`src/rtl/seed_pkg.sv`:
```
// Shared constants and state encoding for the seed RAM loader and reader.
package seed_pkg;
    localparam int SEED_W    = 3072;
    localparam int WORD_W    = 32;
    localparam int ADDR_W    = 7;
    localparam int NUM_WORDS = SEED_W / WORD_W;

    typedef enum logic [1:0] {
        FILL,
        CHECK,
        READY
    } state_e;
endpackage

```
`src/rtl/seed_ram_loader.sv`:
```
// Streams a checksummed seed into the seed RAM write port and publishes it
// to the reader via seed_valid until the reader acknowledges.
module seed_ram_loader
    import seed_pkg::*;
#(
    parameter int WORD_W    = seed_pkg::WORD_W,
    parameter int ADDR_W    = seed_pkg::ADDR_W,
    parameter int NUM_WORDS = seed_pkg::NUM_WORDS
) (
    input  logic              clk_in,
    input  logic              rst,
    input  logic [WORD_W-1:0] s_data,
    input  logic              s_valid,
    output logic              s_ready,
    output logic [ADDR_W-1:0] ram_wraddress,
    output logic [WORD_W-1:0] ram_data,
    output logic              ram_wren,
    output logic              seed_valid,
    input  logic              seed_ack,
    output logic              crc_err,
    output logic [15:0]       load_count
);

    localparam logic [ADDR_W-1:0] LAST_WORD = ADDR_W'(NUM_WORDS - 1);

    state_e              state_q, state_d;
    logic [ADDR_W-1:0]   word_cnt_q, word_cnt_d;
    logic [WORD_W-1:0]   chk_q, chk_d;
    logic [15:0]         load_count_q, load_count_d;
    logic                s_ready_q, s_ready_d;
    logic                ram_wren_q, ram_wren_d;
    logic [ADDR_W-1:0]   ram_wraddress_q, ram_wraddress_d;
    logic [WORD_W-1:0]   ram_data_q, ram_data_d;
    logic                seed_valid_q, seed_valid_d;
    logic                crc_err_q, crc_err_d;
    logic                hs;

    assign hs = s_valid & s_ready_q;

    always_comb begin
        state_d         = state_q;
        word_cnt_d      = word_cnt_q;
        chk_d           = chk_q;
        load_count_d    = load_count_q;
        ram_wren_d      = 1'b0;
        ram_wraddress_d = ram_wraddress_q;
        ram_data_d      = ram_data_q;
        seed_valid_d    = seed_valid_q;
        crc_err_d       = 1'b0;

        unique case (state_q)
            FILL: begin
                if (hs) begin
                    ram_wren_d      = 1'b1;
                    ram_wraddress_d = word_cnt_q;
                    ram_data_d      = s_data;
                    chk_d           = chk_q ^ s_data;
                    if (word_cnt_q == LAST_WORD) begin
                        state_d = CHECK;
                    end else begin
                        word_cnt_d = word_cnt_q + ADDR_W'(1);
                    end
                end
            end
            CHECK: begin
                // Checksum word is consumed but never written to RAM.
                if (hs) begin
                    word_cnt_d = '0;
                    chk_d      = '0;
                    if (s_data == chk_q) begin
                        state_d      = READY;
                        seed_valid_d = 1'b1;
                        if (load_count_q != 16'hFFFF) begin
                            load_count_d = load_count_q + 16'd1;
                        end
                    end else begin
                        state_d   = FILL;
                        crc_err_d = 1'b1;
                    end
                end
            end
            READY: begin
                if (seed_ack) begin
                    state_d      = FILL;
                    seed_valid_d = 1'b0;
                end
            end
            default: state_d = FILL;
        endcase

        // Ready tracks the next state so it never depends on s_valid.
        s_ready_d = (state_d != READY);
    end

    always_ff @(posedge clk_in) begin
        if (rst) begin
            state_q         <= FILL;
            word_cnt_q      <= '0;
            chk_q           <= '0;
            load_count_q    <= '0;
            s_ready_q       <= 1'b0;
            ram_wren_q      <= 1'b0;
            ram_wraddress_q <= '0;
            ram_data_q      <= '0;
            seed_valid_q    <= 1'b0;
            crc_err_q       <= 1'b0;
        end else begin
            state_q         <= state_d;
            word_cnt_q      <= word_cnt_d;
            chk_q           <= chk_d;
            load_count_q    <= load_count_d;
            s_ready_q       <= s_ready_d;
            ram_wren_q      <= ram_wren_d;
            ram_wraddress_q <= ram_wraddress_d;
            ram_data_q      <= ram_data_d;
            seed_valid_q    <= seed_valid_d;
            crc_err_q       <= crc_err_d;
        end
    end

    assign s_ready       = s_ready_q;
    assign ram_wren      = ram_wren_q;
    assign ram_wraddress = ram_wraddress_q;
    assign ram_data      = ram_data_q;
    assign seed_valid    = seed_valid_q;
    assign crc_err       = crc_err_q;
    assign load_count    = load_count_q;

endmodule

```
`config.mk`:
```
export PLATFORM = sky130hd
export DESIGN_NAME = seed_ram_loader
export DESIGN_NICKNAME = d
export VERILOG_FILES = /design/src/rtl/seed_pkg.sv /design/src/rtl/seed_ram_loader.sv
export SDC_FILE = /design/constraint.sdc
export NUM_CORES = 1
export LEC_CHECK = 0
export CORE_MARGIN = 4
export CORE_UTILIZATION = 40
export CTS_CLUSTER_SIZE = 16
export DETAILED_ROUTE_END_ITERATION = 8
export PLACE_DENSITY = 0.76
export SLEW_MARGIN = 20
export SYNTH_ARGS = -nofsm -noshare
export SYNTH_HDL_FRONTEND = slang
export SYNTH_SLANG_ARGS = --single-unit
export TNS_END_PERCENT = 1
```
`constraint.sdc`:
```
create_clock -name clk_in -period 3.7 [get_ports clk_in]
set_input_delay 0.74 -clock clk_in [delete_from_list [all_inputs] [get_ports clk_in]]
set_output_delay 0.74 -clock clk_in [all_outputs]
set_load 0.01 [all_outputs]
```
==> results of run 1 <==
==> through the flow <==
step / std cells / area [sq um] / worst slack, ps
after floorplan: 544 / 4333 / 1191
after global placement: 750 / 5371 / 397.3
after detailed placement: 750 / 5371 / 362.6
after CTS: 766 / 5564 / 746.6
after global routing: 766 / 5569 / 665.7
final: 766 / 5569 / 729.2
==> cell type report <==
type                    count  area [sq um]  share of cell area
clock inverters             5         61.31             0.01101
multi-input cells         409          2208              0.3965
flip-flops and latches    100          2002              0.3595
inverters                   6         22.52            0.004044
repair buffers             99         973.4              0.1748
clock buffers              11         131.4             0.02359
well taps                 136         170.2             0.03055
==> cell usage in the layout (no fill, tap or decap), types with 3 or more instances in the layout <==
| master | synthesis | final |
|---|---|---|
| sky130_fd_sc_hd__nand3_1 | 9 | 9 |
| sky130_fd_sc_hd__nor2_1 | 59 | 58 |
| sky130_fd_sc_hd__nand4_1 | 6 | 6 |
| sky130_fd_sc_hd__nor2b_1 | 8 | 8 |
| sky130_fd_sc_hd__inv_1 | 6 | 6 |
| sky130_fd_sc_hd__o21ai_0 | 69 | 69 |
| sky130_fd_sc_hd__dfxtp_1 | 100 | 100 |
| sky130_fd_sc_hd__xor2_1 | 33 | 33 |
| sky130_fd_sc_hd__clkbuf_8 | 0 | 9 |
| sky130_fd_sc_hd__buf_4 | 1 | 5 |
| sky130_fd_sc_hd__and4_1 | 3 | 3 |
| sky130_fd_sc_hd__nor4_2 | 3 | 3 |
| sky130_fd_sc_hd__mux2_2 | 6 | 6 |
| sky130_fd_sc_hd__o311a_1 | 3 | 3 |
| sky130_fd_sc_hd__clkdlybuf4s50_1 | 0 | 93 |
| sky130_fd_sc_hd__nor3_1 | 7 | 6 |
| sky130_fd_sc_hd__and3_1 | 4 | 4 |
| sky130_fd_sc_hd__nand2_1 | 119 | 119 |
| sky130_fd_sc_hd__nor4_1 | 4 | 4 |
| sky130_fd_sc_hd__or3_1 | 3 | 3 |
| sky130_fd_sc_hd__a21oi_1 | 48 | 48 |
==> flip-flops by register name, indices dropped and copies added (netlist names) <==
| signal | count |
|---|---|
| seed_valid | 1 |
| chk_q | 32 |
| ram_wraddress | 7 |
| ram_data | 32 |
| ram_wren | 1 |
| s_ready | 1 |
| load_count | 16 |
| word_cnt_q | 7 |
| crc_err | 1 |
| state_q | 2 |
==> cells by family (layout without fill, tap and decap cells) <==
family / count (synthesis) / in the layout / synth area share
fa+ha+maj: 2 / 2 / 0.005774
simple gates: 233 / 233 / 0.2457
flops: 100 / 100 / 0.4620
mux: 9 / 9 / 0.02310
compound gates: 130 / 130 / 0.1614
buf+inv: 35 / 121 / 0.03119
xor+xnor: 35 / 35 / 0.07075
==> power by group through the flow <==
stage	Sequential (mW)	Combinational [mW]	Clock, mW
after floorplan	1.17	0.106	0
after global placement	1.16	0.226	0
after detailed placement	1.16	0.231	0
after CTS	1.14	0.232	0.713
after global routing	1.14	0.255	0.758
final	1.14	0.230	0.692
==> layer usage <==
| layer | vias to the layer above | wire, um | global-route usage | part of all wire |
|---|---|---|---|---|
| met5 | - | 0 | 0 | 0 |
| met2 | 93 | 5271 | 0.2936 | 0.49 |
| met1 | 1878 | 4541 | 0.1973 | 0.43 |
| met3 | 12 | 720 | 0.05553 | 0.067 |
| met4 | 0 | 142 | 0.04247 | 0.013 |
| li1 | 2003 | - | - | - |
==> worst max-delay path: cells and delay by family <==
kind            cells  cell delay [ps]
compound gates      2              540
buf+inv             1              490
simple gates        3             1280
xor+xnor            1              180
==> final timing paths <==
path | startpoint | slack [ps] | depth (start not counted) | to
hold / removal | ram_wraddress[4] | 460 | 2 | ram_wraddress[4]
hold reg to reg | ram_wraddress[4] | 460 | 2 | ram_wraddress[4]
setup reg to reg | chk_q[10] | 1280 | 6 | load_count[7]
setup / recovery | s_data[10] | 730 | 7 | load_count[7]
==> Flow_metrics.wiki, run 1 <==
{| class="wikitable"
! Metric !! Value
|-
| Run status || completed
|-
| Synth cell count leaders || sky130_fd_sc_hd__nand2_1 (119), sky130_fd_sc_hd__dfxtp_1 (100), sky130_fd_sc_hd__o21ai_0 (69)
|-
| Critical Path RT || between 3000 and 4000 ps
|-
| Antenna cell count || 0
|-
| Post-Route WL || ~11000 um
|-
| Leakage component of the power || just over 2 nW
|-
| Net Count, Synth || 582
|-
| Combinational group share of total power || 0.112
|-
| Weighted congestion reported at the end of routability-driven placement || around 0.74
|-
| Average via count per standard cell || about 5.2
|-
| Count of cells resized by post-cts repair || 0
|-
| Chip height || about 110 um
|-
| Initial drt markers || 234
|-
| H-tree depth || 3
|-
| Share of the core filled with cells || 0.5347
|-
| Leftover overflow at the end of global routing || 0
|-
| Worst stage delay on the critical path || ~600 ps
|-
| Boundary pin count || 95
|-
| Crit path max-delay cell type || sky130_fd_sc_hd__or4_4
|-
| Sw power || 525.6 uW
|-
| Max_slew headroom || 0.3143
|-
| Die area || roughly 13000 sq um
|-
| Proportion of synthesized chip area in sequential cells || 0.4620
|-
| Overall power || 2.060 mW
|-
| Startpoint-to-endpoint class of the critical path || in -> reg
|-
| Synth top area share || 0.4620
|-
| Global-route wire length before repair || about 18000 um
|-
| Combined area of all synthesized cells || 4333 sq um
|-
| Crit. End Element || register
|-
| Avg Inst Size Synth || between 7 and 8 sq um
|-
| Cells along the critical path || clkdlybuf4s50_1 > xor2_1 > nor4_1 > nand4_1 > or4_4 > o311a_1 > a31o_1
|-
| Min cycle time layout || 2971 ps
|-
| Setup crit start kind || input pin
|-
| Final cycle utilization of the critical path || 0.8029
|-
| Via count of the first global-routing pass || 3787
|-
| Initial core utilization || 0.4160
|-
| Worst-margin pin slew || a little over 1000 ps
|-
| Largest fanout of any net on the critical path || 5
|-
| Fin Hold WS || about 460 ps
|-
| Clock tree root driver cell || sky130_fd_sc_hd__clkbuf_8
|-
| Clk slew on worst S/H paths || roughly 100 ps
|-
| Core outline area || around 10000 sq um
|-
| Unique masters post-synth || 38
|-
| Max-slew violations || 0
|-
| Detailed placement HPWL || 7438 um
|-
| Port-buffer cells || 94
|-
| Top cells by area in the synthesized netlist || sky130_fd_sc_hd__dfxtp_1 (46%), sky130_fd_sc_hd__nand2_1 (10%), sky130_fd_sc_hd__o21ai_0 (8.0%), sky130_fd_sc_hd__xor2_1 (6.7%), sky130_fd_sc_hd__a21oi_1 (5.5%)
|-
| Clock latency reported for the late side of the worst-skew pair || between 300 and 400 ps
|-
| Total power divided by cell area || 370.0 nW/um^2
|-
| Syn. warnings || 0
|-
| EDFF count, synth || 0
|-
| Number of max-capacitance violations reported || 0
|-
| Worst ir drop on vdd || 0.0002413 V
|-
| Hold buffer count at cts || 0
|-
| First-pass iteration count of the detailed router || 4
|-
| Area overhead of the layout relative to synthesis || 28.53%
|-
| Clock sinks || 100
|-
| TritonCTS clock tree || yes
|-
| Count of mapped cells out of synthesis || ~540
|-
| CTS max path bufs || 2
|-
| Number of antenna violations at the first check in global routing || 0
|-
| Final setup violation count || 0
|-
| Upper clock frequency limit || 336.6 MHz
|-
| Final net count || between 600 and 700
|-
| Share of flip-flops with an asynchronous set or reset after synthesis || 0
|-
| Total Routing Usage GR || 0.1675
|-
| CTS buffer count || 9
|-
| Hold crit path type || reg -> reg
|-
| Switching part of the total power || 0.2551
|-
| Number of synthesized register bits || 100
|-
| Final TNS setup || 0 ps
|-
| Number of hold violations in the final report || 0
|-
| Clock Power Share || 0.336
|-
| Total number of vias || about 4000
|-
| Number of buffers inserted by post-CTS setup repair || 0
|-
| Post-route DRC violation count || 0
|-
| Share of layout cells above drive strength 1 || 0.05873
|-
| Maximum number of pins on one net before global-route repair || 72
|-
| Arrival time of the worst setup path || 3230 ps
|-
| Internal Power || approximately 1.5 mW
|-
| Remaining antenna violation count || 0
|-
| Layout Skew || 8.288 ps
|-
| Top-count cell post-synth || sky130_fd_sc_hd__nand2_1
|-
| Sequential power share || 0.553
|-
| Cell type with the highest aggregate area in the netlist || sky130_fd_sc_hd__dfxtp_1
|-
| Number of fillers in the final layout || about 990
|-
| Setup repair after global routing missed its margin || no
|-
| Std cell rows || 37
|-
| Width of the die || 112.1 um
|-
| Routed wirelength normalized by instance count || around 14 um
|-
| Dominant register cell in the synthesized netlist || sky130_fd_sc_hd__dfxtp_1
|}
(Power assumes the default switching activity.)
==> run 2: changes to the inputs <==
PLACE_DENSITY = 0.78   (was 0.76)
clock period = 2.6 ns   (was 3.7 ns; I/O delays follow)
==> Flow_metrics.wiki, run 2 (synthesis gave the netlist of run 1 again) <==
{| class="wikitable"
! Metric !! Value
|-
| Number of max-capacitance violations reported || 0
|-
| Leakage component of the power || roughly 2.3 nW
|-
| Min-delay src || ram_data[16]
|-
| Setup slack of the critical path after layout || roughly 46 ps
|-
| Setup slack, reg-to-reg || about 210 ps
|-
| Worst-margin pin slew || about 760 ps
|-
| Clk slew on worst S/H paths || approximately 100 ps
|-
| Average via count per standard cell || about 5.2
|-
| Crit path max-delay cell type || sky130_fd_sc_hd__or4_4
|-
| Clock Power Share || 0.336
|-
| Total Routing Usage GR || 0.1843
|-
| Remaining antenna violation count || 0
|-
| Highest metal used || met4
|-
| Final cycle utilization of the critical path || 0.9824
|-
| Post-placement cell area || around 5600 sq um
|-
| Worst path buffer plus inverter count || 2
|-
| Most frequent standard cell in the layout excluding fill and tap cells || sky130_fd_sc_hd__nand2_1
|-
| Sequential power share || 0.543
|-
| Max-slew violations || 0
|-
| Initial drt markers || roughly 260
|-
| Sw power || between 700 and 800 uW
|-
| Met2 Wirelength || around 5700 um
|-
| Worst stage delay on the critical path || between 500 and 600 ps
|-
| Number of hold violations in the final report || 0
|-
| Via count of the first global-routing pass || about 4200
|-
| Post-Route WL || between 10000 and 15000 um
|-
| Combinational group share of total power || 0.121
|-
| Sink of the worst hold path || ram_data[16]
|-
| Boundary pin count || 95
|-
| H-tree depth || 3
|-
| Weighted congestion reported at the end of routability-driven placement || 0.7941
|-
| Detailed placement HPWL || 8105 um
|-
| Share of the core filled with cells || 0.5630
|-
| Maximum number of pins on one net before global-route repair || between 70 and 80
|-
| Switching part of the total power || 0.2612
|-
| Clock sinks || 100
|-
| Final setup violation count || 0
|-
| Die area || 12560 sq um
|-
| Cells along the critical path || clkdlybuf4s50_1 > xor2_1 > nor4_1 > nand4_1 > buf_4 > or4_4 > o311a_1 > a31o_1
|-
| Total number of vias || ~4200
|-
| Met3 WL || approximately 900 um
|-
| Port-buffer cells || 94
|-
| Clock tree root driver cell || sky130_fd_sc_hd__clkbuf_8
|-
| Upper clock frequency limit || around 390 MHz
|-
| Global-route wire length before repair || around 20000 um
|-
| Clock latency reported for the late side of the worst-skew pair || ~370 ps
|-
| CP delay by family, top || simple AND/OR/NAND/NOR gates
|-
| Share of layout cells above drive strength 1 || 0.1099
|-
| Antenna cell count || 0
|-
| Crit. End Element || register
|-
| Worst ir drop on vdd || 0.0002611 V
|-
| Number of cells on the worst reg-to-reg path || 8
|-
| Final Instance Count excl. Fillers || 800
|-
| First-pass iteration count of the detailed router || 5
|-
| Initial core utilization || 0.4160
|-
| Run status || completed
|-
| Arrival time of the worst setup path || about 2800 ps
|-
| Area overhead of the layout relative to synthesis || 35.34%
|-
| Min cycle time layout || about 2600 ps
|-
| Number of antenna violations at the first check in global routing || 0
|-
| Setup crit start kind || input pin
|-
| Setup repair after global routing missed its margin || yes
|-
| Hold buffer count at cts || 0
|-
| Chip height || roughly 110 um
|-
| Reg-to-reg critical path startpoint || chk_q[6]
|-
| Hold crit path type || reg -> reg
|-
| Number of cells in the design after placement || slightly below 800
|-
| Metal-1 WL || a little under 5000 um
|-
| Post-route DRC violation count || 0
|-
| TritonCTS clock tree || yes
|-
| Internal Power || around 2.2 mW
|-
| Layout Skew || between 15 and 20 ps
|-
| Final net count || 697
|-
| Cell count of the worst hold path || 2
|-
| Area of all placed cells without fillers || around 6000 sq um
|-
| Pre-CTS setup slack || -502.5 ps
|-
| Critical Path RT || about 2900 ps
|-
| Max_slew headroom || 0.4952
|-
| Reg2reg end || load_count[7]
|-
| CTS max path bufs || 2
|-
| Core outline area || 10420 sq um
|-
| CTS buffer count || 9
|-
| Startpoint-to-endpoint class of the critical path || in -> reg
|-
| Leftover overflow at the end of global routing || 0
|-
| Width of the die || ~110 um
|-
| Total power divided by cell area || 509.7 nW/um^2
|-
| Routed wirelength normalized by instance count || approximately 15 um
|-
| Std cell rows || 37
|-
| Top library cells by usage in the layout, fill and taps aside || sky130_fd_sc_hd__nand2_1 (119), sky130_fd_sc_hd__dfxtp_1 (100), sky130_fd_sc_hd__clkdlybuf4s50_1 (85), sky130_fd_sc_hd__o21ai_0 (69), sky130_fd_sc_hd__nor2_1 (58)
|-
| Largest fanout of any net on the critical path || 5
|}
[run 2: cell types whose count changed in the layout (fill, tap and decap cells not counted), sizes merged]
cell,change
dlygate4sd2,+2
buf,+34
dlymetal6s2s,+6
clkdlybuf4s50,-8
[run 2: per-layer routing]
metal | global-route usage | up-vias
met4 | 0.04647 | 0
li1 | - | 2069
met2 | 0.3226 | 108
met3 | 0.06199 | 13
met1 | 0.2173 | 1974
met5 | 0 | -
[run 2: power by group through the flow]
stage                     clock, mW  combinational (mW)  sequential, mW
after floorplan                   0               0.151            1.66
final                          1.00               0.363            1.62
after global routing           1.09               0.400            1.63
after global placement            0               0.354            1.65
after CTS                      1.02               0.367            1.62
after detailed placement          0               0.365            1.66
[run 2: tightest hold or removal path: cells and delay by family (launching register included)]
kind,cells,cell delay [ps]
flops,1,320
simple gates,1,50
compound gates,1,50
[run 2: worst max path at each step]
stage	start	cells past startpoint	to	slack [ps]
floorplan	s_data[25]	6	load_count[5]	310
global placement	s_data[7]	9	load_count[6]	-510
detailed placement	s_data[7]	9	load_count[7]	-500
CTS	s_data[10]	8	load_count[7]	0.3
global route	s_data[17]	8	load_count[6]	-5
finish	s_data[4]	8	load_count[7]	50
[run 2: area by class of cell]
class,count,area (sq um)
clock inverter,5,61.31
sequential,100,2002
clock buffer,11,131.4
inverter,6,22.52
timing repair buffer,133,1257
multi-input combinational,409,2220
fill,954,4552
tap,136,170.2
[run 2: through the flow]
step,hold slack [ps],TNS [ps],power (mW)
floorplan,456.9,0,1.812
global placement,443.6,-4737,2.007
detailed placement,448.2,-5059,2.020
CTS,460.5,0,3.011
global route,482.6,-4.898,3.123
finish,456.5,0,2.989
[run 2: timing repair]
| item | 4_1_cts | 5_1_grt |
|---|---|---|
| resized for setup | 4 | 7 |
| setup buffers | 1 | 0 |
| endpoints found under the setup margin | 3 | 13 |
| pin swaps | 2 | 8 |
| gates cloned | 0 | 0 |
